<file path="src/rtl/rsp_reorder_buf_if.sv">
`default_nettype none
// ============================================================================
// Module      : rsp_reorder_buf_if
// Description : Bus bundle between the execution-unit side (issue and
//               response streams), the in-order result consumer and the
//               rsp_reorder_buf block.
// Revision    : 1.0 - initial release
// ----------------------------------------------------------------------------
// Signals:
//   issue_vld / issue_id / issue_rdy  request entering the execution unit
//   rsp_vld / rsp_id / rsp_data       out-of-order response from the unit
//   out_vld / out_id / out_data /     in-order result stream (valid/ready)
//   out_rdy
//   outstanding                       issued, not yet popped entries
//   dup_err / unexp_err               sticky protocol error flags
// Modports:
//   master : environment side (drives issue, response and out_rdy)
//   slave  : reorder buffer side
// ============================================================================
interface rsp_reorder_buf_if #(
  parameter int ID_W   = 3,
  parameter int DATA_W = 64
);

  logic              issue_vld;
  logic [ID_W-1:0]   issue_id;
  logic              issue_rdy;

  logic              rsp_vld;
  logic [ID_W-1:0]   rsp_id;
  logic [DATA_W-1:0] rsp_data;

  logic              out_vld;
  logic [ID_W-1:0]   out_id;
  logic [DATA_W-1:0] out_data;
  logic              out_rdy;

  logic [ID_W:0]     outstanding;
  logic              dup_err;
  logic              unexp_err;

  modport master (
    output issue_vld, issue_id,
    input  issue_rdy,
    output rsp_vld, rsp_id, rsp_data,
    input  out_vld, out_id, out_data,
    output out_rdy,
    input  outstanding, dup_err, unexp_err
  );

  modport slave (
    input  issue_vld, issue_id,
    output issue_rdy,
    input  rsp_vld, rsp_id, rsp_data,
    output out_vld, out_id, out_data,
    input  out_rdy,
    output outstanding, dup_err, unexp_err
  );

endinterface
`default_nettype wire

</file>
<file path="src/rtl/rsp_reorder_buf.sv">
`default_nettype none
// ============================================================================
// Module      : rsp_reorder_buf
// Description : Records request IDs in issue order, captures out-of-order
//               execution-unit responses by ID and releases the results
//               strictly in issue order over a valid/ready interface.
//               Flags duplicate issue of an outstanding ID and responses for
//               IDs that are not outstanding (or already completed).
// Revision    : 1.0 - initial release
// ----------------------------------------------------------------------------
// Ports:
//   clk    clock
//   rst_b  asynchronous active-low reset
//   bus    rsp_reorder_buf_if.slave
//            issue_vld/issue_id -> issue_rdy   (accept on vld && rdy)
//            rsp_vld/rsp_id/rsp_data           (no backpressure)
//            out_vld/out_id/out_data <- out_rdy (pop on vld && rdy)
//            outstanding, dup_err, unexp_err
// Parameters:
//   ID_W    width of request/response IDs; DEPTH = 2**ID_W entries
//   DATA_W  width of result data
// ============================================================================
module rsp_reorder_buf #(
  parameter int ID_W   = 3,
  parameter int DATA_W = 64
) (
  input  wire logic        clk,
  input  wire logic        rst_b,
  rsp_reorder_buf_if.slave bus
);

  localparam int               DEPTH    = 1 << ID_W;
  localparam int               PTR_W    = ID_W + 1;
  localparam logic [PTR_W-1:0] FULL_CNT = PTR_W'(DEPTH);

  // --------------------------------------------------------------------------
  // State
  // --------------------------------------------------------------------------
  // Order FIFO: one extra pointer bit distinguishes full from empty.
  logic [ID_W-1:0]   fifo_q [DEPTH];
  logic [PTR_W-1:0]  wr_ptr_q, wr_ptr_d;
  logic [PTR_W-1:0]  rd_ptr_q, rd_ptr_d;

  // Per-ID tables. busy: issued and not yet popped. done: response captured.
  logic [DEPTH-1:0]  busy_q, busy_d;
  logic [DEPTH-1:0]  done_q, done_d;
  logic [DATA_W-1:0] data_q [DEPTH];

  logic              dup_err_q, dup_err_d;
  logic              unexp_err_q, unexp_err_d;

  // --------------------------------------------------------------------------
  // Derived control
  // --------------------------------------------------------------------------
  logic [PTR_W-1:0]  cnt;
  logic              empty;
  logic              issue_rdy;
  logic [ID_W-1:0]   head;
  logic              out_vld;
  logic              pop;
  logic              issue_hs;
  logic              issue_acc;
  logic              issue_dup;
  logic              rsp_ok;
  logic              rsp_bad;

  // Pointer difference is the occupancy; it never exceeds DEPTH because
  // pushes are gated by issue_rdy.
  assign cnt       = wr_ptr_q - rd_ptr_q;
  assign empty     = (wr_ptr_q == rd_ptr_q);
  assign issue_rdy = (cnt < FULL_CNT);

  assign head      = fifo_q[rd_ptr_q[ID_W-1:0]];
  assign out_vld   = !empty && done_q[head];
  assign pop       = out_vld && bus.out_rdy;

  // The duplicate check only applies to an issue that completes its
  // handshake; a refused issue (buffer full) is simply not taken.
  // busy is sampled before this cycle's pop, so re-issuing the ID being
  // popped this very cycle is still a duplicate.
  assign issue_hs  = bus.issue_vld && issue_rdy;
  assign issue_dup = issue_hs && busy_q[bus.issue_id];
  assign issue_acc = issue_hs && !busy_q[bus.issue_id];

  // busy is sampled before this cycle's issue, so a response for an ID
  // issued in the same cycle is unexpected. An entry being popped is done,
  // so a response to it is rejected as well.
  assign rsp_ok    = bus.rsp_vld && busy_q[bus.rsp_id] && !done_q[bus.rsp_id];
  assign rsp_bad   = bus.rsp_vld && !rsp_ok;

  // --------------------------------------------------------------------------
  // Next-state logic
  // --------------------------------------------------------------------------
  // Pop, accepted issue and accepted response always touch distinct IDs:
  // issue needs busy=0, response needs busy=1 && done=0, pop needs done=1.
  always_comb begin
    wr_ptr_d    = wr_ptr_q;
    rd_ptr_d    = rd_ptr_q;
    busy_d      = busy_q;
    done_d      = done_q;
    dup_err_d   = dup_err_q;
    unexp_err_d = unexp_err_q;

    if (pop) begin
      rd_ptr_d     = rd_ptr_q + PTR_W'(1);
      busy_d[head] = 1'b0;
      done_d[head] = 1'b0;
    end

    if (issue_acc) begin
      wr_ptr_d             = wr_ptr_q + PTR_W'(1);
      busy_d[bus.issue_id] = 1'b1;
      done_d[bus.issue_id] = 1'b0;
    end

    if (rsp_ok) begin
      done_d[bus.rsp_id] = 1'b1;
    end

    if (issue_dup) begin
      dup_err_d = 1'b1;
    end

    if (rsp_bad) begin
      unexp_err_d = 1'b1;
    end
  end

  // --------------------------------------------------------------------------
  // Registers
  // --------------------------------------------------------------------------
  always_ff @(posedge clk or negedge rst_b) begin
    if (!rst_b) begin
      wr_ptr_q    <= '0;
      rd_ptr_q    <= '0;
      busy_q      <= '0;
      done_q      <= '0;
      dup_err_q   <= 1'b0;
      unexp_err_q <= 1'b0;
    end else begin
      wr_ptr_q    <= wr_ptr_d;
      rd_ptr_q    <= rd_ptr_d;
      busy_q      <= busy_d;
      done_q      <= done_d;
      dup_err_q   <= dup_err_d;
      unexp_err_q <= unexp_err_d;
    end
  end

  // Storage arrays are reset too so that out_id/out_data read as zero
  // straight out of reset (the head slot and its data slot are both 0).
  always_ff @(posedge clk or negedge rst_b) begin
    if (!rst_b) begin
      for (int i = 0; i < DEPTH; i++) begin
        fifo_q[i] <= '0;
        data_q[i] <= '0;
      end
    end else begin
      if (issue_acc) begin
        fifo_q[wr_ptr_q[ID_W-1:0]] <= bus.issue_id;
      end
      if (rsp_ok) begin
        data_q[bus.rsp_id] <= bus.rsp_data;
      end
    end
  end

  // --------------------------------------------------------------------------
  // Outputs: combinational reads of registered state only. While the head
  // is valid and stalled nothing can write its FIFO slot or its data slot,
  // so out_id/out_data hold.
  // --------------------------------------------------------------------------
  assign bus.issue_rdy   = issue_rdy;
  assign bus.out_vld     = out_vld;
  assign bus.out_id      = head;
  assign bus.out_data    = data_q[head];
  assign bus.outstanding = cnt;
  assign bus.dup_err     = dup_err_q;
  assign bus.unexp_err   = unexp_err_q;

  // --------------------------------------------------------------------------
  // Structural invariants
  // --------------------------------------------------------------------------
  // Every busy ID sits exactly once in the order FIFO.
  a_busy_matches_cnt : assert property (
    @(posedge clk) disable iff (!rst_b) $countones(busy_q) == int'(cnt)
  );

  // A captured response always belongs to an outstanding ID.
  a_done_implies_busy : assert property (
    @(posedge clk) disable iff (!rst_b) (done_q & ~busy_q) == '0
  );

  a_cnt_bounded : assert property (
    @(posedge clk) disable iff (!rst_b) cnt <= FULL_CNT
  );

endmodule
`default_nettype wire

</file>
<file path="src/flat_wrapper.sv">
// flat-port wrapper written by rule: the top's interface ports become plain ports
module rsp_reorder_buf_flat 
#(
  parameter int ID_W   = 3,
  parameter int DATA_W = 64
)
  (clk, rst_b, bus_issue_vld, bus_issue_id, bus_issue_rdy, bus_rsp_vld, bus_rsp_id, bus_rsp_data, bus_out_vld, bus_out_id, bus_out_data, bus_out_rdy, bus_outstanding, bus_dup_err, bus_unexp_err);
  rsp_reorder_buf_if #(.ID_W(ID_W), .DATA_W(DATA_W)) bus_i ();
  input  wire logic clk;
  input  wire logic rst_b;
  input wire logic [$bits(bus_i.issue_vld)-1:0] bus_issue_vld;
  input wire logic [$bits(bus_i.issue_id)-1:0] bus_issue_id;
  output wire logic [$bits(bus_i.issue_rdy)-1:0] bus_issue_rdy;
  input wire logic [$bits(bus_i.rsp_vld)-1:0] bus_rsp_vld;
  input wire logic [$bits(bus_i.rsp_id)-1:0] bus_rsp_id;
  input wire logic [$bits(bus_i.rsp_data)-1:0] bus_rsp_data;
  output wire logic [$bits(bus_i.out_vld)-1:0] bus_out_vld;
  output wire logic [$bits(bus_i.out_id)-1:0] bus_out_id;
  output wire logic [$bits(bus_i.out_data)-1:0] bus_out_data;
  input wire logic [$bits(bus_i.out_rdy)-1:0] bus_out_rdy;
  output wire logic [$bits(bus_i.outstanding)-1:0] bus_outstanding;
  output wire logic [$bits(bus_i.dup_err)-1:0] bus_dup_err;
  output wire logic [$bits(bus_i.unexp_err)-1:0] bus_unexp_err;
  assign bus_i.issue_vld = bus_issue_vld;
  assign bus_i.issue_id = bus_issue_id;
  assign bus_issue_rdy = bus_i.issue_rdy;
  assign bus_i.rsp_vld = bus_rsp_vld;
  assign bus_i.rsp_id = bus_rsp_id;
  assign bus_i.rsp_data = bus_rsp_data;
  assign bus_out_vld = bus_i.out_vld;
  assign bus_out_id = bus_i.out_id;
  assign bus_out_data = bus_i.out_data;
  assign bus_i.out_rdy = bus_out_rdy;
  assign bus_outstanding = bus_i.outstanding;
  assign bus_dup_err = bus_i.dup_err;
  assign bus_unexp_err = bus_i.unexp_err;
  rsp_reorder_buf #(.ID_W(ID_W), .DATA_W(DATA_W)) u_core (.clk(clk), .rst_b(rst_b), .bus(bus_i));
endmodule
</file>
<file path="config.mk">
export PLATFORM = sky130hd
export DESIGN_NAME = rsp_reorder_buf_flat
export DESIGN_NICKNAME = d
export VERILOG_FILES = /design/src/rtl/rsp_reorder_buf_if.sv /design/src/rtl/rsp_reorder_buf.sv /design/src/flat_wrapper.sv
export SDC_FILE = /design/constraint.sdc
export NUM_CORES = 1
export LEC_CHECK = 0
export ABC_CLOCK_PERIOD_IN_PS = 3500
export BUFFER_PORTS_ARGS = -buffer_cell sky130_fd_sc_hd__buf_4
export CORE_MARGIN = 3
export CORE_UTILIZATION = 55
export CTS_BUF_LIST = sky130_fd_sc_hd__clkbuf_16
export CTS_CLUSTER_SIZE = 28
export DETAILED_ROUTE_END_ITERATION = 16
export GPL_TIMING_DRIVEN = 0
export HOLD_SLACK_MARGIN = 0.12
export PLACE_DENSITY_LB_ADDON = 0.15
export SKIP_LAST_GASP = 1
export SLEW_MARGIN = 25
export SYNTH_ARGS = -nofsm -noshare
export SYNTH_HDL_FRONTEND = slang
export SYNTH_SLANG_ARGS = --single-unit
</file>
<file path="constraint.sdc">
create_clock -name clk -period 3.5 [get_ports clk]
set_clock_uncertainty 0.2 [all_clocks]
set_input_delay 0.7 -clock clk [delete_from_list [all_inputs] [get_ports clk]]
set_output_delay 0.7 -clock clk [all_outputs]
set_load 0.02 [all_outputs]
</file>
# == Word-level counts from Yosys, hierarchy flattened ==
# Cells that the tools add are included.
# totals
ff_bits,562
in_bits,75
out_inout_bits,75
# op_classes
reduce_logical,17
n_lt_le_gt_ge,13
addsub,3
eq_ne,1
n_mux,31
bitwise,11
# op_table
op,n
$bwmux 512,1
$bmux 64 s3,1
$demux 64 s3,1
$mux 64,3
$mux 8,5
$and 8x8->8,3
$bwmux 24,1
$ge 4x4->1 const B,4
$not 3->4,4
$not 8->8,2
$or 8x8->8,2
$logic_and 1x1->1,13
$bmux 1 s3,4
$lt 3x4->1 const B,3
$bmux 3 s3,1
$demux 1 s3,3
$demux 3 s3,1
$ge 3x1->1 const B,3
$mux 3,3
$add 4x1->4 const B,2
$lt 4x1->1 const B,2
$mux 1,7
$eq 4x4->1,1
$logic_not 1->1,4
other kinds (2),2

# == Longest topological paths before layout ==
# Gate-level depths: netlist of run 1.
# depth
depth_word,15
depth_mapped,12
ltp_nobuf,9

# == Least setup slack after synthesis of run 1 ==
# Ideal clock, no wire load.
# synth_path
path_type,reg-to-output
from,register u_core.rd_ptr_q[0]
to,output bus_out_data[16]
slack_ps,140
path_stages_with_launch,10
required_ps,2600
arrival_time_ps,2460
path_cell_list,dfrtp_1 > buf_6 > mux2i_1 > a22oi_2 > nand2_2 > clkbuf_1 > buf_2 > clkbuf_1 > a221oi_1 > o21ai_0
# synth_via
elab_chain_len,8
# synth_rtl
element,line_no,rtl
start: declaration,rsp_reorder_buf.sv:42,"logic [PTR_W-1:0] rd_ptr_q, rd_ptr_d;"
start signal: assignment,rsp_reorder_buf.sv:142,rd_ptr_q <= rd_ptr_d;
$not 3->4 (not written as such),rsp_reorder_buf.sv:73,assign head = fifo_q[rd_ptr_q[ID_W-1:0]];
$bmux 3 s3,rsp_reorder_buf.sv:73,
$mux 3 (not written as such) (2 in a row),rsp_reorder_buf.sv:73,
$not 3->4 (not written as such),rsp_reorder_buf.sv:176,assign bus.out_data = data_q[head];
$bmux 64 s3,rsp_reorder_buf.sv:176,
$mux 64 (not written as such) (2 in a row),rsp_reorder_buf.sv:176,
end: declaration,flat_wrapper.sv:19,output wire logic [$bits(bus_i.out_data)-1:0] bus_out_data;
# No other way between the ends. The select of a mux whose other input is x is not followed.

# == Worst setup path after layout of run 1 ==
# layout_path
from,register u_core.rd_ptr_q[0]
to,output bus_out_data[55]
# Same word-level chain as after synthesis.

==> summary.md, run 1 <==
| Metric | Value |
|---|---|
| Ordered cell list for the critical path | `buf_4 > mux4_2 > mux2i_4 > inv_2 > buf_12 > nor2_4 > buf_12 > a21oi_1 > a21oi_1 > a221o_1 > buf_6` |
| Top Ports | `150` |
| Post-Synthesis Cell Area | `~26000 µm²` |
| Number of synthesized flops with an enable pin | `0` |
| Leakage power summed over all cells | `15.6 nW` |
| Number of global-route vias before repair | `20400` |
| Origin of the worst min-delay path | `bus_rsp_data[37]` |
| Maximum clock insertion buffer count | `3` |
| Total number of placement rows | `78` |
| Post-route minimum period | `4.20 ns` |
| Initial antenna violation count | `7` |
| Drc violations | `0` |
| Met2 Routed Length | `43900 µm` |
| Post-Place Cells | `2891` |
| Share of the clock period used by the worst path after layout | `120%` |
| Initial Util | `56.5%` |
| Clock net sink count | `562` |
| Gate count after technology mapping | `around 2100` |
| Main synth FF type | `dfrtp_1` |
| Detailed router's first-iteration violation count | `between 2000 and 3000` |
| Uppermost routed layer | `met5` |
| Via count of the routed design | `about 21000` |
| WL/cell | `31.6 µm` |
| Clock tree from TritonCTS | `yes` |
| Layout Cell Area excl Fill | `approximately 34000 µm²` |
| Library cell contributing the largest single delay on the critical path | `mux4_2` |
| Number of synthesis warnings | `0` |
| Proportion of synthesized flip-flops having asynchronous set or reset | `100%` |
| Launching element of the worst setup path | `u_core.rd_ptr_q[0]$_DFFE_PN0N_` |
| Share of post-route cells with drive strength above 1 | `44.0%` |
| Cell taking the most area after synthesis | `dfrtp_1` |
| Final weighted congestion in routability-driven placement | `0.921` |
| Wire length on met1 | `between 30000 and 40000 µm` |
| Flops & latches, synth | `about 560` |
| Transition time at the pin with the least slew margin | `0.795 ns` |
| Max transition margin | `46.5%` |
| Biggest area contributors in the synthesized netlist | `dfrtp_1 54%, mux2_2 17%, mux2_1 6.5%, nand2_1 5.1%, nand3_1 2.7%` |
| Total power draw | `between 20 and 30 mW` |
| Maximum number of pins on one net before global-route repair | `92` |
| Routed wire length on met3 | `between 10000 and 15000 µm` |
| Seq/Total Area, Yosys | `54.2%` |
| Wirelength, routed | `98800 µm` |
| Delay-heaviest family, CP | `multiplexers` |
| Reg-to-reg critical path startpoint | `u_core.rd_ptr_q[1]$_DFFE_PN0N_` |
| Maximum ir drop on the vdd rail | `0.529 mV` |
| Class of the tightest hold or removal check | `input port to register` |
| Average via count per standard cell | `6.68` |
| Residual antenna-violating net count after detailed routing | `0` |
| Number of violations of the max-capacitance limit | `0` |
| Wire length of the first global-routing pass | `136000 µm` |
| Worst path arrival time | `3.30 ns` |
| Required time reported for the critical path endpoint | `2.60 ns` |
| Area growth from synthesis to layout | `30.0%` |
| Setup repair after global routing missed its margin | `yes` |
| Final non-filler cell total | `3123` |
| Detailed-router iteration count before antenna repair | `6` |
| Buffer and inverter count on the worst path | `5` |
| All-layer global routing usage | `37.2%` |
| Violated checks | `negative setup slack` |
| H-tree levels | `2` |
| Delay contributed by the slowest stage of the critical path | `0.55 ns` |
| Die Y-Extent | `approximately 220 µm` |
| Mean instance size in the synthesized netlist | `approximately 12 µm²` |
| Core region area | `around 46000 µm²` |
| Post-placement cell area | `between 20000 and 30000 µm²` |
| Net count of the mapped netlist | `2220` |
| Endpoint kind of the worst setup timing path | `output port` |
| Timing-limited maximum frequency | `238 MHz` |
| Sort of element at the start of the critical path | `register` |
| Hold Vio Cnt, Final | `0` |
| Setup Crit Path Kind | `register to output port` |
| GR Overflow Total | `0` |
| Max FO, Critical Path | `10` |
| Number of port buffers | `between 100 and 150` |
| Root Buffer Master | `clkbuf_16` |
| Setup violations, final | `68` |
| Clock transition at the registers of the reported paths | `roughly 0.06 ns` |
| Die area | `49800 µm²` |
| Die outline width | `223 µm` |
| TritonCTS Buffers | `58` |
| PwrDens | `848 nW/µm²` |
| Total negative slack for setup checks | `-36.31 ns` |
| Worst-case setup margin in the final layout | `-0.703 ns` |
| Final Slew Violations | `0` |
| Area share of the leading cell type in the synthesized netlist | `54.2%` |
| Layout net count | `2552` |
| Distinct cell type count of the synthesized netlist | `67` |
| Status | `complete, but fails checks` |
| Post-placement setup slack | `-1.33 ns` |
| Clock latency on the worst-skew pair | `between 0.6 and 0.7 ns` |
| HPWL after detailed placement | `55900 µm` |
[report_power, final]
| group | total, mW | switching [mW] | internal (mW) |
|---|---|---|---|
| combinational | 13.0 | 7.13 | 5.89 |
| clock | 6.12 | 2.70 | 3.42 |
| sequential | 9.49 | 1.19 | 8.30 |
[per-stage QoR]
stage	hold WS (ns)	utilization [%]
floorplan	0.204	-
global placement	0.264	60.5
detailed placement	0.264	60.9
CTS	0.125	70.2
global route	0.155	73.4
finish	0.143	73.4
[cell families (layout without fill, tap and decap cells)]
kind of cell | count (synthesis) | count (layout) | share of synthesized area, %
muxes | 586 | 586 | 25.5
DFF | 562 | 562 | 54.2
and+or+nand+nor | 562 | 562 | 9.37
AOI/OAI and AO/OA | 247 | 247 | 6.72
buffers and inverters | 167 | 549 | 3.61
xor gates and xnor gates | 9 | 9 | 0.304
adders and majority gates | 6 | 6 | 0.318
other | 0 | 2 | 0
[cell usage after synthesis (8+ instances only)]
library cell,count
o21ai_0,25
nand3_1,141
clkbuf_1,34
a22o_1,13
inv_1,13
nor2b_1,8
buf_6,22
mux2i_1,38
a21oi_1,60
o22ai_1,13
o221ai_1,9
buf_1,9
mux2_1,149
a221oi_1,41
buf_4,14
dfrtp_1,562
nand2_1,353
mux2_2,391
nor2_1,23
a22oi_1,26
buf_2,73
a211oi_1,12
[worst reg2reg max path, delay by kind of cell, from the launching register on]
family / cells / cell delay [ns]
xor gates and xnor gates: 1 / 0.21
buffers and inverters: 2 / 0.30
AOI/OAI and AO/OA: 2 / 0.42
adders and majority gates: 1 / 0.33
muxes: 1 / 0.41
DFF: 1 / 0.50
and+or+nand+nor: 2 / 0.81
[layout by cell type, fill, tap and decap left out, drive strengths merged, types with 2 or more instances in the layout]
cell | Yosys | layout
ha | 5 | 5
a21oi | 62 | 62
and2 | 4 | 4
o211ai | 3 | 3
nand2b | 2 | 2
a31oi | 4 | 4
nor2 | 26 | 26
nor2b | 8 | 8
or4 | 3 | 3
nor3 | 3 | 3
mux2i | 39 | 39
o221ai | 9 | 9
xnor2 | 7 | 7
clkinv | 1 | 34
a22o | 13 | 13
diode | 0 | 2
bufinv | 0 | 5
o2bb2ai | 2 | 2
o21ai | 30 | 30
nand4 | 4 | 4
a221o | 7 | 7
mux2 | 543 | 543
a221oi | 41 | 41
o21bai | 6 | 6
nor4 | 7 | 7
dfrtp | 562 | 562
nand2 | 354 | 354
clkbuf | 34 | 101
and3 | 2 | 2
o22ai | 13 | 13
nor3b | 3 | 3
nand3 | 142 | 142
a21o | 6 | 6
inv | 14 | 27
a31o | 7 | 7
a22oi | 28 | 28
a211oi | 13 | 13
xor2 | 2 | 2
buf | 118 | 380
mux4 | 4 | 4
[timing repair]
item	in CTS	in global routing
cloned	12	12
pin swaps	38	63
setup endpoints to repair	97	68
hold endpoints to repair	77	0
hold buffers	1	0
setup buffers	66	32
resized for setup	454	207
[per-layer routing]
| layer | global-route usage (%) | vias up |
|---|---|---|
| met2 | 55.6 | 1467 |
| met3 | 11.4 | 417 |
| li1 | - | 8334 |
| met4 | 21.3 | 11 |
| met5 | 0 | - |
| met1 | 48.2 | 10600 |
[worst paths after layout]
kind	end	slack (ns)	cells past startpoint
max	bus_out_data[55]	-0.70	11
min	u_core.data_q[357]$_DFFE_PN0P_	0.14	2
max reg2reg	u_core.fifo_q[14]$_DFFE_PN0P_	0.19	9
min reg2reg	u_core.bus.dup_err$_DFFE_PN0P_	0.27	1
max in group asynchronous	u_core.data_q[82]$_DFFE_PN0P_	1.27	4
min in group asynchronous	u_core.busy_q[7]$_DFF_PN0_	0.48	2
[state kept, by name, summed over array words and instances, names as in the netlist]
name and count:
u_core.data_q 512, u_core.busy_q 8, u_core.rd_ptr_q 4, u_core.bus.unexp_err 1, u_core.bus.dup_err 1, u_core.done_q 8, u_core.wr_ptr_q 4, u_core.fifo_q 24
[final cells by class]
| cell class | instances | area [µm²] |
|---|---|---|
| Antenna cell | 2 | 5.00 |
| Sequential cell | 562 | 14100 |
| Timing Repair Buffer | 272 | 2960 |
| Timing Repair inverter | 1 | 8.76 |
| Fill cell | 2873 | 12200 |
| Inverter | 15 | 73.8 |
| Tap cell | 600 | 751 |
| Clock buffer | 59 | 1480 |
| Buffer | 151 | 1970 |
| Multi-Input combinational cell | 1410 | 12100 |
| Clock inverter | 51 | 364 |
No activity file was read; power rests on OpenSTA's default activity.
==> inputs of run 2 (changes only) <==
--- a/config.mk
+++ b/config.mk
@@ -5,7 +5,7 @@
 export SDC_FILE = /design/constraint.sdc
 export NUM_CORES = 1
 export LEC_CHECK = 0
-export ABC_CLOCK_PERIOD_IN_PS = 3500
+export ABC_CLOCK_PERIOD_IN_PS = 4200
 export BUFFER_PORTS_ARGS = -buffer_cell sky130_fd_sc_hd__buf_4
 export CORE_MARGIN = 3
 export CORE_UTILIZATION = 55
==> constraint.sdc (replaced) <==
create_clock -name clk -period 4.2 [get_ports clk]
set_clock_uncertainty 0.2 [all_clocks]
set_input_delay 0.84 -clock clk [delete_from_list [all_inputs] [get_ports clk]]
set_output_delay 0.84 -clock clk [all_outputs]
set_load 0.02 [all_outputs]
==> run 2 against run 1 <==
Net effect: wire length is 6.0% lower; register-to-register slack better by 0.34 ns; largest power group unchanged; critical path depth stayed put; highest routed layer unchanged; via count is 3.1% lower; the flow still finishes with violations (negative setup slack).
==> summary.md, run 2 (synthesis results as in run 1) <==
| Metric | Value |
|---|---|
| Status | `complete, but fails checks` |
| Violated checks | `negative setup slack` |
| Post-route minimum period | `about 4.4 ns` |
| Setup Crit Path Kind | `register to output port` |
| Number of violations of the max-capacitance limit | `0` |
| Library cell contributing the largest single delay on the critical path | `mux4_2` |
| Transition time at the pin with the least slew margin | `0.860 ns` |
| Worst reg-to-reg path cell count | `8` |
| Internal power summed over all cells | `13.8 mW` |
| Final weighted congestion in routability-driven placement | `0.921` |
| Drc violations | `0` |
| Initial Util | `roughly 56%` |
| Number of instances on the worst hold path | `1` |
| Most common cell after layout, fill and taps aside | `dfrtp_1` |
| H-tree levels | `2` |
| Via count of the routed design | `slightly above 20000` |
| Clock latency on the worst-skew pair | `0.63 ns` |
| Worst path arrival time | `3.33 ns` |
| Register containing the most flip-flops in the final layout | `u_core.data_q` |
| Post-placement setup slack | `-0.775 ns` |
| Root Buffer Master | `clkbuf_16` |
| Part of the power in combinational logic | `41.9%` |
| Share of post-route cells with drive strength above 1 | `39.4%` |
| Clock tree from TritonCTS | `yes` |
| Share of the clock period used by the worst path after layout | `104%` |
| Most prevalent standard cell on the critical path | `buf_12` |
| Residual antenna-violating net count after detailed routing | `0` |
| Wirelength, routed | `92900 µm` |
| Wire length of the first global-routing pass | `between 100000 and 150000 µm` |
| Total number of placement rows | `78` |
| Die Y-Extent | `223 µm` |
| Top flop regs | `u_core.data_q x512, u_core.fifo_q x24` |
| Endpoint kind of the worst setup timing path | `output port` |
| PwrDens | `slightly below 700 nW/µm²` |
| Die outline width | `223 µm` |
| Clock net sink count | `approximately 560` |
| Detailed-router iteration count before antenna repair | `7` |
| Delay contributed by the slowest stage of the critical path | `0.52 ns` |
| Detailed router's first-iteration violation count | `~2800` |
| Max transition margin | `42.2%` |
| All-layer global routing usage | `between 30% and 40%` |
| Core utilization of the finished layout | `a little over two thirds` |
| Max FFs per register | `512` |
| Max FO, Critical Path | `10` |
| Setup repair after global routing missed its margin | `yes` |
| Class of the tightest hold or removal check | `register to register` |
| Total net switching power | `8.44 mW` |
| Final Slew Violations | `0` |
| Required time reported for the critical path endpoint | `3.16 ns` |
| Die area | `roughly 50000 µm²` |
| FF-to-FF setup slack | `about 0.53 ns` |
| Number of global-route vias before repair | `19800` |
| Leading cell types in the layout, fill and taps excluded | `561 x dfrtp_1, 391 x mux2_2, 348 x nand2_1` |
| Initial antenna violation count | `4` |
| Total power draw | `approximately 22 mW` |
| Clock transition at the registers of the reported paths | `about 0.06 ns` |
| Sort of element at the start of the critical path | `register` |
| Fraction of power spent switching nets | `38.0%` |
| Setup violations, final | `45` |
| HPWL after detailed placement | `55900 µm` |
| Area growth from synthesis to layout | `23.8%` |
| Worst-case setup margin in the final layout | `-0.172 ns` |
| TritonCTS Buffers | `58` |
| Core region area | `46000 µm²` |
| Maximum number of pins on one net before global-route repair | `92` |
| FILL cells | `around 3200` |
| Maximum ir drop on the vdd rail | `between 0.4 and 0.5 mV` |
| Hold Vio Cnt, Final | `0` |
| Ordered cell list for the critical path | `buf_4 > mux4_2 > mux2i_4 > inv_2 > buf_12 > nor2_4 > buf_12 > buf_12 > a221oi_1 > o21ai_2 > buf_4` |
| Average via count per standard cell | `6.56` |
| Leakage power summed over all cells | `15.0 nW` |
| Proportion of power drawn by the clock network | `between 20% and 30%` |
| Top Ports | `150` |
| Fraction of power consumed by sequential logic | `35.3%` |
| Maximum clock insertion buffer count | `3` |
| Timing-limited maximum frequency | `around 230 MHz` |
| WL/cell | `30.1 µm` |
| Layout net count | `2513` |
| GR Overflow Total | `0` |
| Number of port buffers | `146` |
-- run 2: layer usage --
metal  track usage [%]  vias up  wire length, µm
met2              52.7     1310            41000
met3              10.6      330            10800
met5                 0        -               46
li1                  -     8243                -
met1              47.1    10300            35800
met4              18.4        6             5270
-- run 2: power groups by stage --
stage          Sequential [mW]  Clock [mW]  Combinational (mW)
5_1_grt                   7.96        5.31                9.66
6_report                  7.83        5.08                9.31
4_1_cts                   7.72        5.09                8.23
3_3_place_gp              7.71           0                7.20
3_5_place_dp              7.80           0                7.36
2_1_floorplan             7.55           0                4.38
-- run 2: per-stage QoR --
stage           TNS, ns  hold WS [ns]  cells  instance area (µm²)
2_1_floorplan         0         0.254   2139                26000
3_5_place_dp     -22.80         0.264   2891                28000
3_3_place_gp   -2079.22         0.264   2885                27800
6_report          -2.89         0.272   3084                32100
4_1_cts           -2.00         0.265   3036                31000
5_1_grt           -6.70         0.285   3083                32100
-- run 2: final cells by class --
| type | count | area [µm²] | share of cell area, % |
|---|---|---|---|
| Multi-Input combinational cell | 1410 | 11500 | 35.9 |
| Clock buffer | 59 | 1480 | 4.59 |
| Inverter | 15 | 73.8 | 0.230 |
| Antenna cell | 2 | 5.00 | 0.0156 |
| Timing Repair Buffer | 232 | 2190 | 6.82 |
| Clock inverter | 51 | 364 | 1.13 |
| Tap cell | 600 | 751 | 2.34 |
| Buffer | 152 | 1660 | 5.16 |
| Sequential cell | 562 | 14100 | 43.8 |
| Timing Repair inverter | 1 | 11.3 | 0.0350 |
-- run 2: worst paths after layout --
path / start / end
max in group asynchronous: rst_b / u_core.data_q[50]$_DFFE_PN0P_
hold / removal: u_core.bus.dup_err$_DFFE_PN0P_ / u_core.bus.dup_err$_DFFE_PN0P_
hold reg to reg: u_core.bus.dup_err$_DFFE_PN0P_ / u_core.bus.dup_err$_DFFE_PN0P_
setup reg to reg: u_core.rd_ptr_q[1]$_DFFE_PN0N_ / u_core.fifo_q[4]$_DFFE_PN0P_
setup / recovery: u_core.rd_ptr_q[0]$_DFFE_PN0N_ / bus_out_data[2]
min in group asynchronous: rst_b / u_core.fifo_q[9]$_DFFE_PN0P_
-- run 2: worst max-delay path: cells and delay by family (launching register included) --
family | cells | cell delay (ns)
muxes | 2 | 0.80
and+or+nand+nor | 1 | 0.21
AOI/OAI and AO/OA | 2 | 0.35
DFF | 1 | 0.44
buffers and inverters | 6 | 0.89
-- run 2: repair_timing --
item,4_1_cts,5_1_grt
setup endpoints to repair,68,65
buffers inserted,33,37
hold buffers,1,0
endpoints found under the hold margin,77,0
resized for setup,271,161
cloned,1,9
pin swaps,14,30
==> inputs of run 3 (changes only) <==
--- a/config.mk
+++ b/config.mk
@@ -9,12 +9,13 @@
 export BUFFER_PORTS_ARGS = -buffer_cell sky130_fd_sc_hd__buf_4
 export CORE_MARGIN = 3
 export CORE_UTILIZATION = 55
-export CTS_BUF_LIST = sky130_fd_sc_hd__clkbuf_16
+export CTS_BUF_LIST = sky130_fd_sc_hd__clkbuf_2 sky130_fd_sc_hd__clkbuf_4 sky130_fd_sc_hd__clkbuf_8
 export CTS_CLUSTER_SIZE = 28
 export DETAILED_ROUTE_END_ITERATION = 16
 export GPL_TIMING_DRIVEN = 0
 export HOLD_SLACK_MARGIN = 0.12
 export PLACE_DENSITY_LB_ADDON = 0.15
+export RECOVER_POWER = 100
 export SKIP_LAST_GASP = 1
 export SLEW_MARGIN = 25
 export SYNTH_ARGS = -nofsm -noshare
==> run 3 against run 2 <==
Net effect: the run ends with max-capacitance violations, max-slew violations, negative setup slack left; critical path depth unchanged; cell count is 1.2% higher; global-route usage increased by 0.59 points; critical path type unchanged; largest cell class unchanged.
==> summary.md, run 3 (synthesis results as in run 1) <==
| Metric | Value |
|---|---|
| Status | `complete, but fails checks` |
| Violated checks | `max-capacitance violations, max-slew violations, negative setup slack` |
| Setup violations, final | `66` |
| Die Y-Extent | `223 µm` |
| Share of post-route cells with drive strength above 1 | `40.6%` |
| Number of global-route vias before repair | `around 20000` |
| Leakage power summed over all cells | `14.9 nW` |
| Residual antenna-violating net count after detailed routing | `0` |
| Endpoint kind of the worst setup timing path | `output port` |
| Detailed router's first-iteration violation count | `2418` |
| Max FO, Critical Path | `10` |
| Hold Vio Cnt, Final | `0` |
| Total negative slack for setup checks | `-6.04 ns` |
| H-tree levels | `3` |
| Maximum ir drop on the vdd rail | `about 0.4 mV` |
| Internal power summed over all cells | `about 14 mW` |
| Reg-to-reg critical path startpoint | `u_core.done_q[7]$_DFF_PN0_` |
| Initial Util | `56.5%` |
| Fraction of power consumed by sequential logic | `roughly 36%` |
| Required time reported for the critical path endpoint | `about 3.2 ns` |
| Top flop regs | `u_core.data_q x512, u_core.fifo_q x24` |
| Most common cell after layout, fill and taps aside | `dfrtp_1` |
| Leading cell types in the layout, fill and taps excluded | `561 x dfrtp_1, 391 x mux2_2, 347 x nand2_1` |
| Via count of the routed design | `roughly 20000` |
| Clock transition at the registers of the reported paths | `roughly 0.060 ns` |
| TritonCTS Buffers | `92` |
| Maximum number of pins on one net before global-route repair | `92` |
| Fraction of power spent switching nets | `a little under two fifths` |
| Proportion of power drawn by the clock network | `22.8%` |
| Top Ports | `150` |
| FILL cells | `3294` |
| Clock latency on the worst-skew pair | `0.72 ns` |
| Number of port buffers | `roughly 150` |
| Part of the power in combinational logic | `41.7%` |
| Setup repair after global routing missed its margin | `yes` |
| Detailed-router iteration count before antenna repair | `6` |
| Wirelength, routed | `approximately 92000 µm` |
| Class of the tightest hold or removal check | `input port to register` |
| Clock tree from TritonCTS | `yes` |
| Total number of placement rows | `78` |
| Sort of element at the start of the critical path | `register` |
| Post-placement cell area | `approximately 28000 µm²` |
| GR Overflow Total | `0` |
| PwrDens | `692 nW/µm²` |
| Average via count per standard cell | `6.50` |
| Core region area | `around 46000 µm²` |
| Root Buffer Master | `clkbuf_8` |
| Register containing the most flip-flops in the final layout | `u_core.data_q` |
| Max FFs per register | `512` |
| Timing-limited maximum frequency | `between 200 and 250 MHz` |
| Flip-flop and latch area | `14100 µm²` |
| Post-route minimum period | `4.42 ns` |
| HPWL after detailed placement | `55900 µm` |
| Worst-case setup margin in the final layout | `-0.221 ns` |
| WL/cell | `29.4 µm` |
| Drc violations | `0` |
| Final Slew Violations | `a little under 80` |
| Final weighted congestion in routability-driven placement | `0.921` |
| Maximum clock insertion buffer count | `3` |
| Launching element of the worst setup path | `u_core.rd_ptr_q[0]$_DFFE_PN0N_` |
| Initial antenna violation count | `5` |
| Wire length of the first global-routing pass | `131000 µm` |
| Die area | `49800 µm²` |
| Layout Cell Area excl Fill | `31900 µm²` |
| Setup Crit Path Kind | `register to output port` |
| Area growth from synthesis to layout | `22.8%` |
| Layout net count | `2526` |
| Total net switching power | `8.39 mW` |
| Origin of the worst min-delay path | `bus_rsp_data[59]` |
| Worst path arrival time | `approximately 3.4 ns` |
| Share of the clock period used by the worst path after layout | `105%` |
| Transition time at the pin with the least slew margin | `2.16 ns` |
| Max transition margin | `-44.2%` |
| Area taken by multi-input logic gates | `11500 µm²` |
| Clock net sink count | `562` |
| Die outline width | `between 200 and 250 µm` |
| All-layer global routing usage | `roughly 36%` |
| Number of violations of the max-capacitance limit | `1` |
## run 3: final timing paths
path,slack (ns),end,cells after the start
setup reg to reg,0.35,u_core.data_q[112]$_DFFE_PN0P_,8
hold reg to reg,0.27,u_core.bus.dup_err$_DFFE_PN0P_,1
hold / removal,0.20,u_core.data_q[507]$_DFFE_PN0P_,2
setup / recovery,-0.22,bus_out_data[26],11
min in group asynchronous,1.10,u_core.done_q[6]$_DFF_PN0_,2
max in group asynchronous,0.36,u_core.data_q[478]$_DFFE_PN0P_,4
## run 3: per-layer routing
metal | GRT usage (%) | part of all wire (%) | vias up
met2 | 54.1 | 45 | 1224
met5 | 0 | 0.041 | -
met3 | 9.89 | 10 | 326
met1 | 48.3 | 39 | 10400
met4 | 17.9 | 5.7 | 6
li1 | - | - | 8288
## run 3: worst max-delay path, stage by stage, from the launching register on
cell	delay (ns)
dfrtp_2	0.47
buf_4	0.17
buf_16	0.12
mux2i_2	0.16
a22oi_2	0.29
nand2_4	0.18
buf_4	0.19
nor2_4	0.18
buf_8	0.23
a211oi_1	0.14
o221ai_1	0.31
buf_4	0.21
## run 3: repair_timing
action	CTS	global route
resized for setup	326	91
hold buffers	1	0
endpoints found under the hold margin	77	0
pin swaps	27	21
cloned	3	0
setup buffers	40	17
setup endpoints to repair	68	65
## run 3: area by class of cell
cell class | instances | share of cell area, %
tap | 600 | 2.35
clock inverter | 12 | 0.235
timing repair buffer | 212 | 5.76
antenna | 4 | 0.0314
inverter | 15 | 0.232
clock buffer | 153 | 5.82
sequential | 562 | 44.1
multi-input combinational | 1410 | 36.2
buffer | 152 | 5.26
## run 3: power by group through the flow
stage	Combinational (mW)	Clock (mW)	Sequential, mW
after floorplan	4.38	0	7.55
after global placement	7.20	0	7.71
after detailed placement	7.36	0	7.80
after CTS	8.52	5.03	7.74
after global routing	9.55	5.26	7.96
final	9.19	5.03	7.83
## run 3: per-stage QoR
step                util [%]  cells  setup WS [ns]  power [mW]  hold slack, ns
global route            69.4   3118         -0.245        22.8           0.200
detailed placement      60.9   2891         -0.775        15.2           0.264
global placement        60.5   2885          -3.76        14.9           0.264
finish                  69.4   3120         -0.221        22.0           0.205
floorplan                  -   2139          0.700        11.9           0.254
CTS                     68.4   3100         -0.143        21.3           0.177
